### config.mk
export PLATFORM = sky130hd
export DESIGN_NAME = instr_encoder_flat
export DESIGN_NICKNAME = d
export VERILOG_FILES = /design/src/rtl/instr_encoder_if.sv /design/src/rtl/instr_encoder.sv /design/src/flat_wrapper.sv
export SDC_FILE = /design/constraint.sdc
export NUM_CORES = 1
export LEC_CHECK = 0
export BUFFER_PORTS_ARGS = -buffer_cell sky130_fd_sc_hd__buf_2
export CORE_UTILIZATION = 45
export CTS_CLUSTER_SIZE = 28
export DETAILED_ROUTE_END_ITERATION = 8
export PLACE_DENSITY_LB_ADDON = 0.3
export SYNTH_ARGS = -nofsm -noshare
export SYNTH_HDL_FRONTEND = slang
export SYNTH_SLANG_ARGS = --single-unit
### constraint.sdc
create_clock -name clk_i -period 2.5 [get_ports clk_i]
set_input_delay 0.75 -clock clk_i [delete_from_list [all_inputs] [get_ports clk_i]]
set_output_delay 0.75 -clock clk_i [all_outputs]
set_load 0.02 [all_outputs]
### src/rtl/instr_encoder_if.sv
// rtl/instr_encoder_if.sv - field-set input, memory write port and status of the MIPS instruction encoder
interface instr_encoder_if #(
    parameter int ADDR_W = 8
);
    logic              in_valid;
    logic              in_ready;
    logic [1:0]        cls;
    logic [4:0]        rs;
    logic [4:0]        rt;
    logic [4:0]        rd;
    logic [5:0]        funct;
    logic [15:0]       imm;
    logic              flush;
    logic              mem_req;
    logic              mem_gnt;
    logic [ADDR_W-1:0] mem_addr;
    logic [31:0]       mem_data;
    logic [ADDR_W:0]   count;
    logic              full;
    logic              err;

    modport slave (
        input  in_valid, cls, rs, rt, rd, funct, imm, flush, mem_gnt,
        output in_ready, mem_req, mem_addr, mem_data, count, full, err
    );

    modport master (
        output in_valid, cls, rs, rt, rd, funct, imm, flush, mem_gnt,
        input  in_ready, mem_req, mem_addr, mem_data, count, full, err
    );
endinterface

### src/rtl/instr_encoder.sv
// rtl/instr_encoder.sv - packs R/LW/SW/BEQ fields into MIPS words and writes them sequentially to instruction memory
module instr_encoder #(
    parameter int                ADDR_W    = 8,
    parameter logic [ADDR_W-1:0] BASE_ADDR = '0
) (
    input  logic           clk_i,
    input  logic           rst_i,
    instr_encoder_if.slave bus
);
    localparam logic [1:0] ST_IDLE  = 2'd0;
    localparam logic [1:0] ST_WRITE = 2'd1;
    localparam logic [1:0] ST_FULL  = 2'd2;

    localparam logic [1:0] CLS_R  = 2'b00;
    localparam logic [1:0] CLS_LW = 2'b01;
    localparam logic [1:0] CLS_SW = 2'b10;

    localparam logic [5:0] OP_LW  = 6'b100011;
    localparam logic [5:0] OP_SW  = 6'b101011;
    localparam logic [5:0] OP_BEQ = 6'b000100;

    localparam logic [ADDR_W-1:0] LAST_ADDR = '1;

    logic [1:0]        state;
    logic [ADDR_W-1:0] addr;
    logic [31:0]       data;
    logic [ADDR_W:0]   count;
    logic              err;
    logic              flush_pend;
    logic [31:0]       word;
    logic              funct_ok;

    always_comb begin
        funct_ok = 1'b0;
        case (bus.funct)
            6'h20, 6'h22, 6'h24, 6'h25, 6'h2A: funct_ok = 1'b1;
            default:                           funct_ok = 1'b0;
        endcase
    end

    // shamt is always zero; rd and funct only matter for R-type
    always_comb begin
        word = '0;
        case (bus.cls)
            CLS_R:   word = {6'b000000, bus.rs, bus.rt, bus.rd, 5'b00000, bus.funct};
            CLS_LW:  word = {OP_LW, bus.rs, bus.rt, bus.imm};
            CLS_SW:  word = {OP_SW, bus.rs, bus.rt, bus.imm};
            default: word = {OP_BEQ, bus.rs, bus.rt, bus.imm};
        endcase
    end

    always_ff @(posedge clk_i or negedge rst_i) begin
        if (!rst_i) begin
            state      <= ST_IDLE;
            addr       <= BASE_ADDR;
            data       <= '0;
            count      <= '0;
            err        <= 1'b0;
            flush_pend <= 1'b0;
        end else begin
            case (state)
                ST_IDLE: begin
                    if (bus.flush) begin
                        addr  <= BASE_ADDR;
                        count <= '0;
                        err   <= 1'b0;
                    end else if (bus.in_valid) begin
                        if (bus.cls == CLS_R && !funct_ok) begin
                            err <= 1'b1;
                        end else begin
                            data  <= word;
                            state <= ST_WRITE;
                        end
                    end
                end
                ST_WRITE: begin
                    if (bus.flush) begin
                        flush_pend <= 1'b1;
                    end
                    if (bus.mem_gnt) begin
                        // a flush seen during the write restarts after it lands, so never FULL
                        if (flush_pend || bus.flush) begin
                            addr       <= BASE_ADDR;
                            count      <= '0;
                            err        <= 1'b0;
                            flush_pend <= 1'b0;
                            state      <= ST_IDLE;
                        end else begin
                            count <= count + 1'b1;
                            if (addr == LAST_ADDR) begin
                                state <= ST_FULL;
                            end else begin
                                addr  <= addr + 1'b1;
                                state <= ST_IDLE;
                            end
                        end
                    end
                end
                ST_FULL: begin
                    if (bus.flush) begin
                        addr  <= BASE_ADDR;
                        count <= '0;
                        err   <= 1'b0;
                        state <= ST_IDLE;
                    end
                end
                default: state <= ST_IDLE;
            endcase
        end
    end

    assign bus.in_ready = (state == ST_IDLE);
    assign bus.mem_req  = (state == ST_WRITE);
    assign bus.full     = (state == ST_FULL);
    assign bus.mem_addr = addr;
    assign bus.mem_data = data;
    assign bus.count    = count;
    assign bus.err      = err;
endmodule

### src/flat_wrapper.sv
// flat-port wrapper written by rule: the top's interface ports become plain ports
module instr_encoder_flat 
#(
    parameter int                ADDR_W    = 8,
    parameter logic [ADDR_W-1:0] BASE_ADDR = '0
)
  (clk_i, rst_i, bus_in_valid, bus_cls, bus_rs, bus_rt, bus_rd, bus_funct, bus_imm, bus_flush, bus_mem_gnt, bus_in_ready, bus_mem_req, bus_mem_addr, bus_mem_data, bus_count, bus_full, bus_err);
  instr_encoder_if #(.ADDR_W(ADDR_W)) bus_i ();
  input  logic clk_i;
  input  logic rst_i;
  input wire logic [$bits(bus_i.in_valid)-1:0] bus_in_valid;
  input wire logic [$bits(bus_i.cls)-1:0] bus_cls;
  input wire logic [$bits(bus_i.rs)-1:0] bus_rs;
  input wire logic [$bits(bus_i.rt)-1:0] bus_rt;
  input wire logic [$bits(bus_i.rd)-1:0] bus_rd;
  input wire logic [$bits(bus_i.funct)-1:0] bus_funct;
  input wire logic [$bits(bus_i.imm)-1:0] bus_imm;
  input wire logic [$bits(bus_i.flush)-1:0] bus_flush;
  input wire logic [$bits(bus_i.mem_gnt)-1:0] bus_mem_gnt;
  output wire logic [$bits(bus_i.in_ready)-1:0] bus_in_ready;
  output wire logic [$bits(bus_i.mem_req)-1:0] bus_mem_req;
  output wire logic [$bits(bus_i.mem_addr)-1:0] bus_mem_addr;
  output wire logic [$bits(bus_i.mem_data)-1:0] bus_mem_data;
  output wire logic [$bits(bus_i.count)-1:0] bus_count;
  output wire logic [$bits(bus_i.full)-1:0] bus_full;
  output wire logic [$bits(bus_i.err)-1:0] bus_err;
  assign bus_i.in_valid = bus_in_valid;
  assign bus_i.cls = bus_cls;
  assign bus_i.rs = bus_rs;
  assign bus_i.rt = bus_rt;
  assign bus_i.rd = bus_rd;
  assign bus_i.funct = bus_funct;
  assign bus_i.imm = bus_imm;
  assign bus_i.flush = bus_flush;
  assign bus_i.mem_gnt = bus_mem_gnt;
  assign bus_in_ready = bus_i.in_ready;
  assign bus_mem_req = bus_i.mem_req;
  assign bus_mem_addr = bus_i.mem_addr;
  assign bus_mem_data = bus_i.mem_data;
  assign bus_count = bus_i.count;
  assign bus_full = bus_i.full;
  assign bus_err = bus_i.err;
  instr_encoder #(.ADDR_W(ADDR_W), .BASE_ADDR(BASE_ADDR)) u_core (.clk_i(clk_i), .rst_i(rst_i), .bus(bus_i));
endmodule
==> impl_summary.txt, run 1 <==
----------------------------------------------------
[Floorplan]
  Horiz. Die Dim ... 78.8 um
  Number of placed I/O pins ... 97
  DIE AREA ... 6210 um2
  Starting density of the core ... 0.473
  Die span in y ... ~80 um
  Row cnt ... 27
  Placeable core region ... 5610 um2

[Min path]
  Worst min-delay path class ... primary input to async pin

[STA]
  Slew Limit Fails ... 0
  Final-layout worst hold slack ... 0.443 ns
  Worst clock skew ... about 0.0067 ns
  Number of failing setup endpoints in the final timing report ... 0
  Achievable clock frequency ... around 440 MHz
  Minimum period implied by the final worst setup slack ... between 2 and 2.5 ns
  Hold Violations, Final ... 0
  Total negative setup slack ... 0 ns
  Share of the clock period used by the worst path ... 0.911
  Max-Slew Margin vs Limit ... 0.524
  Worst Tran Pin Value ... 0.712 ns
  RSZ-0062 raised after global routing ... no

[Global routing]
  GRT Residual Overflow ... 0
  Maximum number of pins on one net before global-route repair ... 28
  Total GRT Usage ... 0.197
  Global-route wire length before repair ... 9.54 mm
  Initial antenna violation count ... 0
  Vias in the first global route ... 2,040

[Drt]
  Routed via count ... 2,217
  Wire per inst ... around 14 um
  Via density ... 5.34
  DRC violations left ... 0
  First-pass iteration count of the detailed router ... 4
  Remaining number of nets flagged by the antenna check after routing ... 0
  DRC violation total after the first TritonRoute iteration ... 130
  Final routed wirelength across all metal layers ... 5.88 mm

[Outcome]
  Status ... finished, final reports clean

[Logic synthesis]
  Post-synth ARST share ... 1.00
  Post-synthesis register bit count ... 50
  Per-instance average area after synthesis ... 10.8 um2
  Post-synth top flop ... sky130_fd_sc_hd__dfrtp_1
  Dominant cell type by area after synthesis ... sky130_fd_sc_hd__dfrtp_1
  Number of flops mapped to enable cells by yosys ... 0
  Portion of the post-synthesis area used by sequential elements ... 0.471
  Synth top area share ... 0.471
  Post-synthesis instance total ... 246
  Synthesis Warnings ... 0
  Net count after synthesis ... 301
  Post-synthesis instance area ... 2650 um2
  Cell types with the largest area share after synthesis ... sky130_fd_sc_hd__dfrtp_1 47%, sky130_fd_sc_hd__mux2_2 11%, sky130_fd_sc_hd__ha_1 5.2%, sky130_fd_sc_hd__o21ai_0 3.8%, sky130_fd_sc_hd__a22o_1 3.6%
  Number of library cell types mapped by synthesis ... between 40 and 50

[Clock tree]
  CTS Sinks ... 50
  CTS Hold Bufs ... 0
  Post-cts resize count ... 0
  Number of buffers inserted to repair setup after CTS ... 0
  Clock tree from TritonCTS ... done
  H-Tree Level Count ... 2
  Clock transition at the register clock pins on the worst setup and hold paths after CTS ... 0.10 ns
  Bufs on Longest Clock Path ... 2
  Library cell used as clock root buffer ... sky130_fd_sc_hd__clkbuf_8
  Total CTS buffers ... 5
  Later-pin clock latency in the skew report ... between 0.3 and 0.4 ns

[Pwr]
  Areal power density over the cells ... 917 nW/um2
  Maximum vdd drop ... 0.470 mV
  Leakage power summed over all cells ... about 1.7 nW

[Run]
  Max Cap Violations ... 0

[Layout]
  Fill cells ... 515
  Fraction of final layout cells sized beyond drive strength 1 ... 0.431
  Total inserted antenna cells ... 0
  Post-synthesis to final-layout area growth ... 25.5%
  Sequential cell area in the final layout ... 1250 um2
  Nets ... 397
  Multi-input gate area in the final layout ... 1260 um2

[Critical path]
  Required arrival time at the worst endpoint ... 2.71 ns
  Nature of the critical path endpoint ... register
  Worst setup path category ... register to register
  Largest fanout of any net on the critical path ... 15
  Arrival time of the worst setup path ... 2.49 ns
  CP startpoint kind ... register

[Placement]
  Final GP Congestion ... 0.774
  Number of buffers added on ports ... 95
  HPWL Detailed ... 4.46 mm

----------------------------------------------------
## area by class of cell
type | count | share of cell area
tap | 72 | 0.0270
multi-input combinational | 165 | 0.379
sequential | 50 | 0.376
clock buffer | 5 | 0.0207
clock inverter | 3 | 0.00751
timing repair buffer | 109 | 0.178
inverter | 11 | 0.0124
## placed cells by master, fill, tap and decap left out, drive strengths merged, types with 2 or more instances in the layout
cell type    n
nand4b       2
mux2i        5
nor2b        4
nor2         6
a41oi        3
a31oi        2
or3          4
and3         4
o31ai       12
a22o        11
buf        109
nand2       14
o41ai        2
a21oi        8
inv         12
nand3        5
or2          3
dfrtp       50
ha          11
a21o         2
mux2        26
and2         3
clkbuf       5
nand2b       5
o21ai       20
## sequential cells by signal, summed over array words and instances (netlist names)
name / flops
u_core.bus.mem_data: 29
u_core.flush_pend: 1
u_core.bus.err: 1
u_core.bus.mem_addr: 8
u_core.state: 2
u_core.bus.count: 9
## where the power goes
group / total (mW) / switching (mW) / internal (mW)
Combinational: 1.34 / 0.790 / 0.552
Sequential: 1.23 / 0.154 / 1.08
Clock: 0.481 / 0.279 / 0.202
Total: 3.05 / 1.22 / 1.83
## critical path, cell delays in order (launching register included)
cell and delay (ns):
sky130_fd_sc_hd__dfrtp_1 0.46, sky130_fd_sc_hd__inv_1 0.10, sky130_fd_sc_hd__ha_1 0.26, sky130_fd_sc_hd__or4_1 0.55, sky130_fd_sc_hd__buf_4 0.20, sky130_fd_sc_hd__or2_2 0.37, sky130_fd_sc_hd__o31ai_1 0.26
## per-stage QoR
step	instances	setup slack [ns]	utilization	instance area [um2]	power, mW
2_1_floorplan	246	0.160	-	2650	2.14
3_3_place_gp	407	0.212	0.577	3240	2.56
3_5_place_dp	407	0.191	0.577	3240	2.60
4_1_cts	415	0.219	0.594	3330	3.08
5_1_grt	415	0.141	0.594	3330	3.26
6_report	415	0.222	0.594	3330	3.05
## worst paths after layout
| check | startpoint | endpoint | slack, ns | depth (start not counted) |
|---|---|---|---|---|
| max reg2reg | u_core.state[0] | u_core.bus.count[6] | 0.22 | 6 |
| min | rst_i | u_core.bus.mem_data[5] | 0.44 | 1 |
| min in group clk_i | u_core.bus.count[8] | u_core.bus.count[8] | 0.48 | 1 |
| max in group asynchronous | rst_i | u_core.bus.mem_data[13] | 1.51 | 2 |
| max | u_core.state[0] | u_core.bus.count[6] | 0.22 | 6 |
| min reg2reg | u_core.bus.count[8] | u_core.bus.count[8] | 0.48 | 1 |
## routing by layer
| layer | track usage | wire (um) | up-vias |
|---|---|---|---|
| met2 | 0.324 | 2740 | 71 |
| met5 | 0 | 0 | - |
| met1 | 0.259 | 2670 | 1064 |
| met3 | 0.0368 | 414 | 5 |
| li1 | - | - | 1077 |
| met4 | 0.0667 | 55 | 0 |
## synth_stat cells (all sizes together), types with 3 or more instances
master  count
clkbuf     13
o31ai      12
a21oi       8
o21ai      20
mux2       26
and2        3
buf         7
and3        4
nand3       5
or3         4
inv        11
a41oi       3
nor2        6
mux2i       5
a22o       11
or2         3
nand2b      5
dfrtp      50
nand2      14
ha         11
nor2b       4
## kinds of logic after synthesis
group | Yosys count | share of synthesized area
AO/OA/AOI/OAI | 63 | 0.169
adder cells (fa/ha/maj) | 11 | 0.0519
buffers and inverters | 31 | 0.0533
flip-flops | 50 | 0.471
multiplexers | 31 | 0.129
other | 1 | 0.00141
AND/OR/NAND/NOR | 59 | 0.124
Note: power is estimated with default switching activity, not from simulation.
==> run 2, diff against run 1 <==
GPL_TIMING_DRIVEN = 0   (was unset)
==> run 2 against run 1 <==
Effect of this change: core utilization rose by 0.13 points; critical path type is now primary input to register; count of clock-buffer cells in the layout did not move; largest power group unchanged; via count grew 0.99%; critical path depth grew 1; worst hold slack better by 0.050 ns.
==> impl_summary.txt, run 2 (same netlist as run 1, synthesis figures left out) <==
----------------------------------------------------
[Outcome]
  Status ... finished, final reports clean

[Placement]
  Number of buffers added on ports ... 95 (unchanged)
  Number of instances in the placed design ... 413 (+1.5%)
  HPWL Detailed ... 4.33 mm (-2.9%)
  Final GP Congestion ... 0.796 (+2.9%)
  Total cell area at the placement stage ... 3220 um2 (-0.54%)

[Global routing]
  Global-route wire length before repair ... 9.25 mm (-3.0%)
  GRT Residual Overflow ... 0 (unchanged)
  Total GRT Usage ... 0.192 (-0.00460)
  Vias in the first global route ... 2,019 (-1.0%)
  Initial antenna violation count ... 0 (unchanged)
  Maximum number of pins on one net before global-route repair ... 51 (+82%)

[Drt]
  Remaining number of nets flagged by the antenna check after routing ... 0 (unchanged)
  DRC violation total after the first TritonRoute iteration ... 48 (-63%)
  Routed via count ... 2,239 (+0.99%)
  DRC violations left ... 0 (unchanged)
  Wire per inst ... 13.7 um (-3.7%)
  Highest metal layer with signal wires ... met4
  First-pass iteration count of the detailed router ... 4 (unchanged)
  Amount of wire on met3 after detailed routing ... 348 um (-16%)
  Sum of routed wire segments on met1 ... 2.60 mm (-2.8%)
  Amount of wire on met2 after detailed routing ... 2.74 mm (-0.26%)
  Final routed wirelength across all metal layers ... 5.75 mm (-2.3%)
  Via density ... 5.32 (-0.45%)

[Clock tree]
  Later-pin clock latency in the skew report ... 0.30 ns (about the same)
  CTS Sinks ... 50 (unchanged)
  Post-cts resize count ... 0 (unchanged)
  Number of buffers inserted to repair setup after CTS ... 0 (unchanged)
  Clock transition at the register clock pins on the worst setup and hold paths after CTS ... 0.09 ns (about the same)
  H-Tree Level Count ... 2 (unchanged)
  CTS Hold Bufs ... 0 (unchanged)
  Total CTS buffers ... 5 (unchanged)
  Bufs on Longest Clock Path ... 2 (unchanged)
  Clock tree from TritonCTS ... done
  Library cell used as clock root buffer ... sky130_fd_sc_hd__clkbuf_8

[Layout]
  Post-synthesis to final-layout area growth ... 25.8%
  Cell area after layout ... 3340 um2 (+0.23%)
  Total inserted antenna cells ... 0 (unchanged)
  Most common cell after layout, fill and taps aside ... sky130_fd_sc_hd__buf_2
  Fraction of final layout cells sized beyond drive strength 1 ... 0.413 (-0.0189)
  Flip-flop count of the largest register after layout ... 29 (unchanged)
  Top library cells by usage in the layout, fill and taps aside ... 97 x sky130_fd_sc_hd__buf_2, 49 x sky130_fd_sc_hd__dfrtp_1, 26 x sky130_fd_sc_hd__mux2_2
  Nets ... 403 (+1.5%)
  Non-filler instance count after layout ... 421 (+1.4%)
  Fill cells ... 513 (-0.39%)

[Pwr]
  Part of the power in the clock network ... 0.182 (+0.024)
  Power after layout ... 3.16 mW (+3.5%)
  Maximum vdd drop ... 0.445 mV (-5.4%)
  Cell Int Power ... 1.94 mW (+5.8%)
  Switching power total ... 1.22 mW (about the same)
  Power share of the combinational group ... 0.432 (-0.007)
  Reg power frac ... 0.386 (-0.017)
  Areal power density over the cells ... 946 nW/um2 (+3.2%)
  Leakage power summed over all cells ... 1.73 nW (-0.86%)
  Sw Share ... 0.387 (-0.0133)

[Critical path]
  Required arrival time at the worst endpoint ... 2.69 ns (-0.02 ns)
  Nature of the critical path endpoint ... register
  CP startpoint kind ... primary input
  Maximum single-stage delay on the critical path ... 0.38 ns (-0.17 ns)
  Worst setup path category ... primary input to register
  Cells along the critical path ... buf_2 -> mux2_2 -> o41ai_4 -> nand4b_1 -> buf_2 -> buf_4 -> mux2_2
  Arrival time of the worst setup path ... 2.55 ns (+0.06 ns)
  Slowest stage cell, crit path ... sky130_fd_sc_hd__o41ai_4
  Largest fanout of any net on the critical path ... 10 (-5)

[Run]
  Max Cap Violations ... 0 (unchanged)

[Floorplan]
  Number of placed I/O pins ... 97 (unchanged)
  Placeable core region ... 5610 um2 (unchanged)
  Die span in y ... 78.8 um (unchanged)
  Starting density of the core ... 0.473 (unchanged)
  Row cnt ... 27 (unchanged)
  Horiz. Die Dim ... 78.8 um (unchanged)
  DIE AREA ... 6210 um2 (unchanged)

[STA]
  Slew Limit Fails ... 0 (unchanged)
  Number of failing setup endpoints in the final timing report ... 0 (unchanged)
  Max-Slew Margin vs Limit ... 0.269 (-0.255)
  Worst clock skew ... 0.00762 ns (+0.000925 ns)
  RSZ-0062 raised after global routing ... no
  Share of the clock period used by the worst path ... 0.943 (+0.0321)
  Hold Violations, Final ... 0 (unchanged)
  Worst Tran Pin Value ... 1.10 ns (+0.384 ns)
  Final-layout worst hold slack ... 0.493 ns (+0.0503 ns)
  Total negative setup slack ... 0 ns (unchanged)
  Minimum period implied by the final worst setup slack ... 2.36 ns (+0.0803 ns)
  Achievable clock frequency ... 424 MHz (-3.4%)

[Min path]
  Worst min-delay path class ... register to register

----------------------------------------------------
run 2: changes by cell type in the layout (fill, tap and decap cells not counted), sizes merged:
cell      change
bufinv        +1
buf           -7
clkbuf       +13
clkinvlp      -1
run 2: per-stage QoR:
step	setup WS (ns)	util
floorplan	0.160	-
global placement	-0.130	0.574
detailed placement	-0.185	0.574
CTS	0.0185	0.594
global route	0.0131	0.595
finish	0.141	0.595
run 2: worst paths after layout:
kind                                           from                 endpoint  slack [ns]  cells past startpoint
worst min register to register  u_core.bus.count[8]      u_core.bus.count[8]        0.49                      1
worst max-delay path                   bus_funct[1]  u_core.bus.mem_data[27]        0.14                      7
max in group asynchronous                     rst_i          u_core.state[0]        1.12                      1
worst max register to register      u_core.state[0]   u_core.bus.mem_addr[7]        0.15                      8
min in group asynchronous                     rst_i   u_core.bus.mem_data[2]        0.64                      1
worst min-delay path            u_core.bus.count[8]      u_core.bus.count[8]        0.49                      1
run 2: worst max-delay path, delay by kind of cell:
family,cells,cell delay (ns)
compound gates,1,0.38
buf+inv,3,0.56
mux,2,0.64
simple gates,1,0.22
run 2: area by class of cell:
cell class	count	area (um2)	share of cell area
Timing Repair Buffer	95	475	0.142
Inverter	11	41.3	0.0124
Tap cell	72	90.1	0.0270
Clock buffer	5	68.8	0.0206
Sequential cell	50	1250	0.375
Multi-Input combinational cell	165	1270	0.379
Buffer	20	100	0.0300
Clock inverter	3	43.8	0.0131
run 2: power groups by stage:
stage	Combinational (mW)	Clock (mW)	Sequential (mW)
floorplan	0.577	0	1.56
global placement	1.34	0	1.22
global route	1.47	0.633	1.25
finish	1.36	0.574	1.22
CTS	1.37	0.601	1.22
detailed placement	1.37	0	1.24
run 2: layer usage:
| layer | vias to the layer above | GRT usage |
|---|---|---|
| met5 | - | 0 |
| met4 | 0 | 0.0611 |
| met3 | 6 | 0.0368 |
| met2 | 69 | 0.323 |
| met1 | 1074 | 0.249 |
| li1 | 1090 | - |
==> run 3, diff against run 2 <==
ABC_AREA = 1   (was unset)
==> run 3 against run 2 <==
Effect of this change: flip-flop and latch count stayed put; synthesized cell count is 37% higher; design area rose by 0.67%; critical path type is now register to output port; largest cell class is now sequential cells; largest power group unchanged.
==> impl_summary.txt, run 3 <==
----------------------------------------------------
[Critical path]
  Nature of the critical path endpoint ... output port
  Arrival time of the worst setup path ... 1.45 ns (-1.10 ns)
  Crit path to ... bus_in_ready
  Beginning of the critical path ... u_core.state[0]
  Terminus of the critical flop-to-flop path ... u_core.bus.mem_addr[4]
  Required arrival time at the worst endpoint ... 1.75 ns (-0.94 ns)
  Largest fanout of any net on the critical path ... 7 (-3)
  CP startpoint kind ... register
  Flop2flop setup slack ... 0.59 ns (+0.44 ns)
  Worst setup path category ... register to output port
  Number of cells on the worst reg-to-reg path ... 11 (+3)
  Launching point of the worst reg2reg path ... u_core.state[0]

[Pwr]
  Part of the power in the clock network ... 0.164 (-0.018)
  Maximum vdd drop ... 0.446 mV (+0.16%)
  Leakage power summed over all cells ... 1.94 nW (+12%)
  Power share of the combinational group ... 0.448 (+0.016)
  Cell Int Power ... 1.82 mW (-6.1%)
  Switching power total ... 1.37 mW (+12%)
  Sw Share ... 0.430 (+0.0427)
  Areal power density over the cells ... 949 nW/um2 (+0.28%)
  Reg power frac ... 0.387 (about the same)

[Logic synthesis]
  Portion of the post-synthesis area used by sequential elements ... 0.465 (-0.00636)
  Post-synth top flop ... sky130_fd_sc_hd__dfrtp_1
  Most numerous cell in the Yosys netlist ... sky130_fd_sc_hd__nand2_1
  Post-synth top cells ... 97 x sky130_fd_sc_hd__nand2_1, 50 x sky130_fd_sc_hd__dfrtp_1, 48 x sky130_fd_sc_hd__inv_1, 20 x sky130_fd_sc_hd__o21ai_0, 18 x sky130_fd_sc_hd__o21ai_1
  Number of library cell types mapped by synthesis ... 28 (-32%)
  Synth top area share ... 0.465 (-0.00636)
  Synthesis Warnings ... 0 (unchanged)
  Post-synthesis instance area ... 2690 um2 (+1.4%)
  Post-synth ARST share ... 1.00 (unchanged)
  Post-synthesis register bit count ... 50 (unchanged)
  Cell types with the largest area share after synthesis ... sky130_fd_sc_hd__dfrtp_1 47%, sky130_fd_sc_hd__nand2_1 14%, sky130_fd_sc_hd__inv_1 6.7%, sky130_fd_sc_hd__ha_1 5.1%, sky130_fd_sc_hd__o21ai_0 3.7%
  Dominant cell type by area after synthesis ... sky130_fd_sc_hd__dfrtp_1
  Per-instance average area after synthesis ... 7.96 um2 (-26%)
  Net count after synthesis ... 393 (+31%)
  Post-synthesis instance total ... 338 (+37%)
  Number of flops mapped to enable cells by yosys ... 0 (unchanged)

[Layout]
  Post-synthesis to final-layout area growth ... 24.9%
  Flip-flop count of the largest register after layout ... 29 (unchanged)
  Fraction of the core area covered by cells at the end of the flow ... 0.596 (about the same)
  Most common cell after layout, fill and taps aside ... sky130_fd_sc_hd__nand2_1
  Fraction of final layout cells sized beyond drive strength 1 ... 0.295 (-0.118)
  Nets ... 495 (+23%)
  Total inserted antenna cells ... 0 (unchanged)
  Top library cells by usage in the layout, fill and taps aside ... 97 x sky130_fd_sc_hd__nand2_1, 95 x sky130_fd_sc_hd__buf_2, 50 x sky130_fd_sc_hd__dfrtp_1

[Floorplan]
  Starting density of the core ... 0.477 (+0.00360)
  Placeable core region ... 5640 um2 (+0.60%)
  Row cnt ... 27 (unchanged)
  Die span in y ... 79.3 um (+0.66%)
  Number of placed I/O pins ... 97 (unchanged)
  DIE AREA ... 6290 um2 (+1.3%)
  Horiz. Die Dim ... 79.3 um (+0.66%)

[STA]
  Hold Violations, Final ... 0 (unchanged)
  Max-Slew Margin vs Limit ... 0.258 (-0.0109)
  RSZ-0062 raised after global routing ... no
  Number of failing setup endpoints in the final timing report ... 0 (unchanged)
  Share of the clock period used by the worst path ... 0.879 (-0.0643)
  Worst Tran Pin Value ... 1.11 ns (+0.0163 ns)
  Achievable clock frequency ... 455 MHz (+7.3%)
  Minimum period implied by the final worst setup slack ... 2.20 ns (-0.161 ns)
  Post-route worst setup slack ... 0.302 ns (+0.161 ns)
  Slew Limit Fails ... 0 (unchanged)
  Worst clock skew ... 0.00495 ns (-0.00267 ns)
  Total negative setup slack ... 0 ns (unchanged)

[Drt]
  DRC violations left ... 0 (unchanged)
  First-pass iteration count of the detailed router ... 4 (unchanged)
  Via density ... 4.86 (-8.6%)
  Routed via count ... 2,495 (+11%)
  Wire per inst ... 11.3 um (-18%)
  Final routed wirelength across all metal layers ... 5.78 mm (+0.50%)
  DRC violation total after the first TritonRoute iteration ... 149 (+210%)
  Remaining number of nets flagged by the antenna check after routing ... 0 (unchanged)

[Global routing]
  Global-route wire length before repair ... 10.1 mm (+8.7%)
  Vias in the first global route ... 2,341 (+16%)
  GRT Residual Overflow ... 0 (unchanged)
  Maximum number of pins on one net before global-route repair ... 51 (unchanged)
  Total GRT Usage ... 0.200 (+0.00778)
  Initial antenna violation count ... 0 (unchanged)

[Placement]
  Setup slack at placement ... 0.330 ns (+0.515 ns)
  Number of buffers added on ports ... 95 (unchanged)
  HPWL Detailed ... 4.36 mm (+0.89%)
  Final GP Congestion ... 0.806 (+1.3%)

[Outcome]
  Status ... finished, final reports clean

[Clock tree]
  Post-cts resize count ... 0 (unchanged)
  CTS Hold Bufs ... 0 (unchanged)
  Total CTS buffers ... 5 (unchanged)
  Bufs on Longest Clock Path ... 2 (unchanged)
  Clock transition at the register clock pins on the worst setup and hold paths after CTS ... 0.09 ns (about the same)
  Library cell used as clock root buffer ... sky130_fd_sc_hd__clkbuf_8
  Later-pin clock latency in the skew report ... 0.30 ns (about the same)
  H-Tree Level Count ... 2 (unchanged)
  Clock tree from TritonCTS ... done
  CTS Sinks ... 50 (unchanged)
  Number of buffers inserted to repair setup after CTS ... 0 (unchanged)

[Run]
  Max Cap Violations ... 0 (unchanged)

[Min path]
  Worst min-delay path class ... register to register

----------------------------------------------------
run 3: worst min-delay path by stage:
stage	startpoint	endpoint	cells past startpoint
5_1_grt	u_core.bus.mem_data[3]	u_core.bus.mem_data[3]	2
3_3_place_gp	u_core.bus.err	u_core.bus.err	2
2_1_floorplan	rst_i	u_core.bus.count[0]	0
3_5_place_dp	u_core.bus.err	u_core.bus.err	2
4_1_cts	u_core.bus.err	u_core.bus.err	2
6_report	u_core.bus.err	u_core.bus.err	2
run 3: per-stage QoR:
step	cells	total power [mW]	hold slack, ns	instance area [um2]
global route	513	3.43	0.510	3360
CTS	513	3.22	0.482	3360
finish	513	3.19	0.473	3360
detailed placement	505	2.69	0.459	3260
floorplan	338	2.21	0.454	2690
global placement	505	2.66	0.453	3260
run 3: final cells by class:
type	instances	area (um2)
timing repair buffer	95	475
inverter	53	201
tap	72	90.1
clock buffer	7	96.3
multi-input combinational	223	1160
buffer	12	78.8
fill	519	2280
clock inverter	1	8.76
sequential	50	1250
run 3: routing by layer:
| metal | GRT usage | up-vias | routed length [um] |
|---|---|---|---|
| li1 | - | 1277 | - |
| met1 | 0.243 | 1137 | 2640 |
| met5 | 0 | - | 0 |
| met3 | 0.0471 | 8 | 325 |
| met2 | 0.350 | 73 | 2740 |
| met4 | 0.0600 | 0 | 78 |
run 3: logic make-up (layout without fill, tap and decap cells):
kind of cell / Yosys count / after routing / share of synthesized area
DFF: 50 / 50 / 0.465
buffers and inverters: 65 / 168 / 0.104
and+or+nand+nor: 150 / 150 / 0.247
other: 1 / 1 / 0.00139
adders and majority gates: 11 / 11 / 0.0512
AOI/OAI and AO/OA: 61 / 61 / 0.131
run 3: worst max-delay path: stages, from the launching register on:
cell and delay, ns:
sky130_fd_sc_hd__dfrtp_1 0.44, sky130_fd_sc_hd__inv_1 0.12, sky130_fd_sc_hd__ha_1 0.35, sky130_fd_sc_hd__buf_2 0.24
run 3: power groups by stage:
stage | sequential [mW] | clock, mW | combinational [mW]
final | 1.24 | 0.524 | 1.43
after global routing | 1.27 | 0.569 | 1.60
after CTS | 1.23 | 0.540 | 1.45
after detailed placement | 1.24 | 0 | 1.45
after global placement | 1.24 | 0 | 1.42
after floorplan | 1.55 | 0 | 0.660
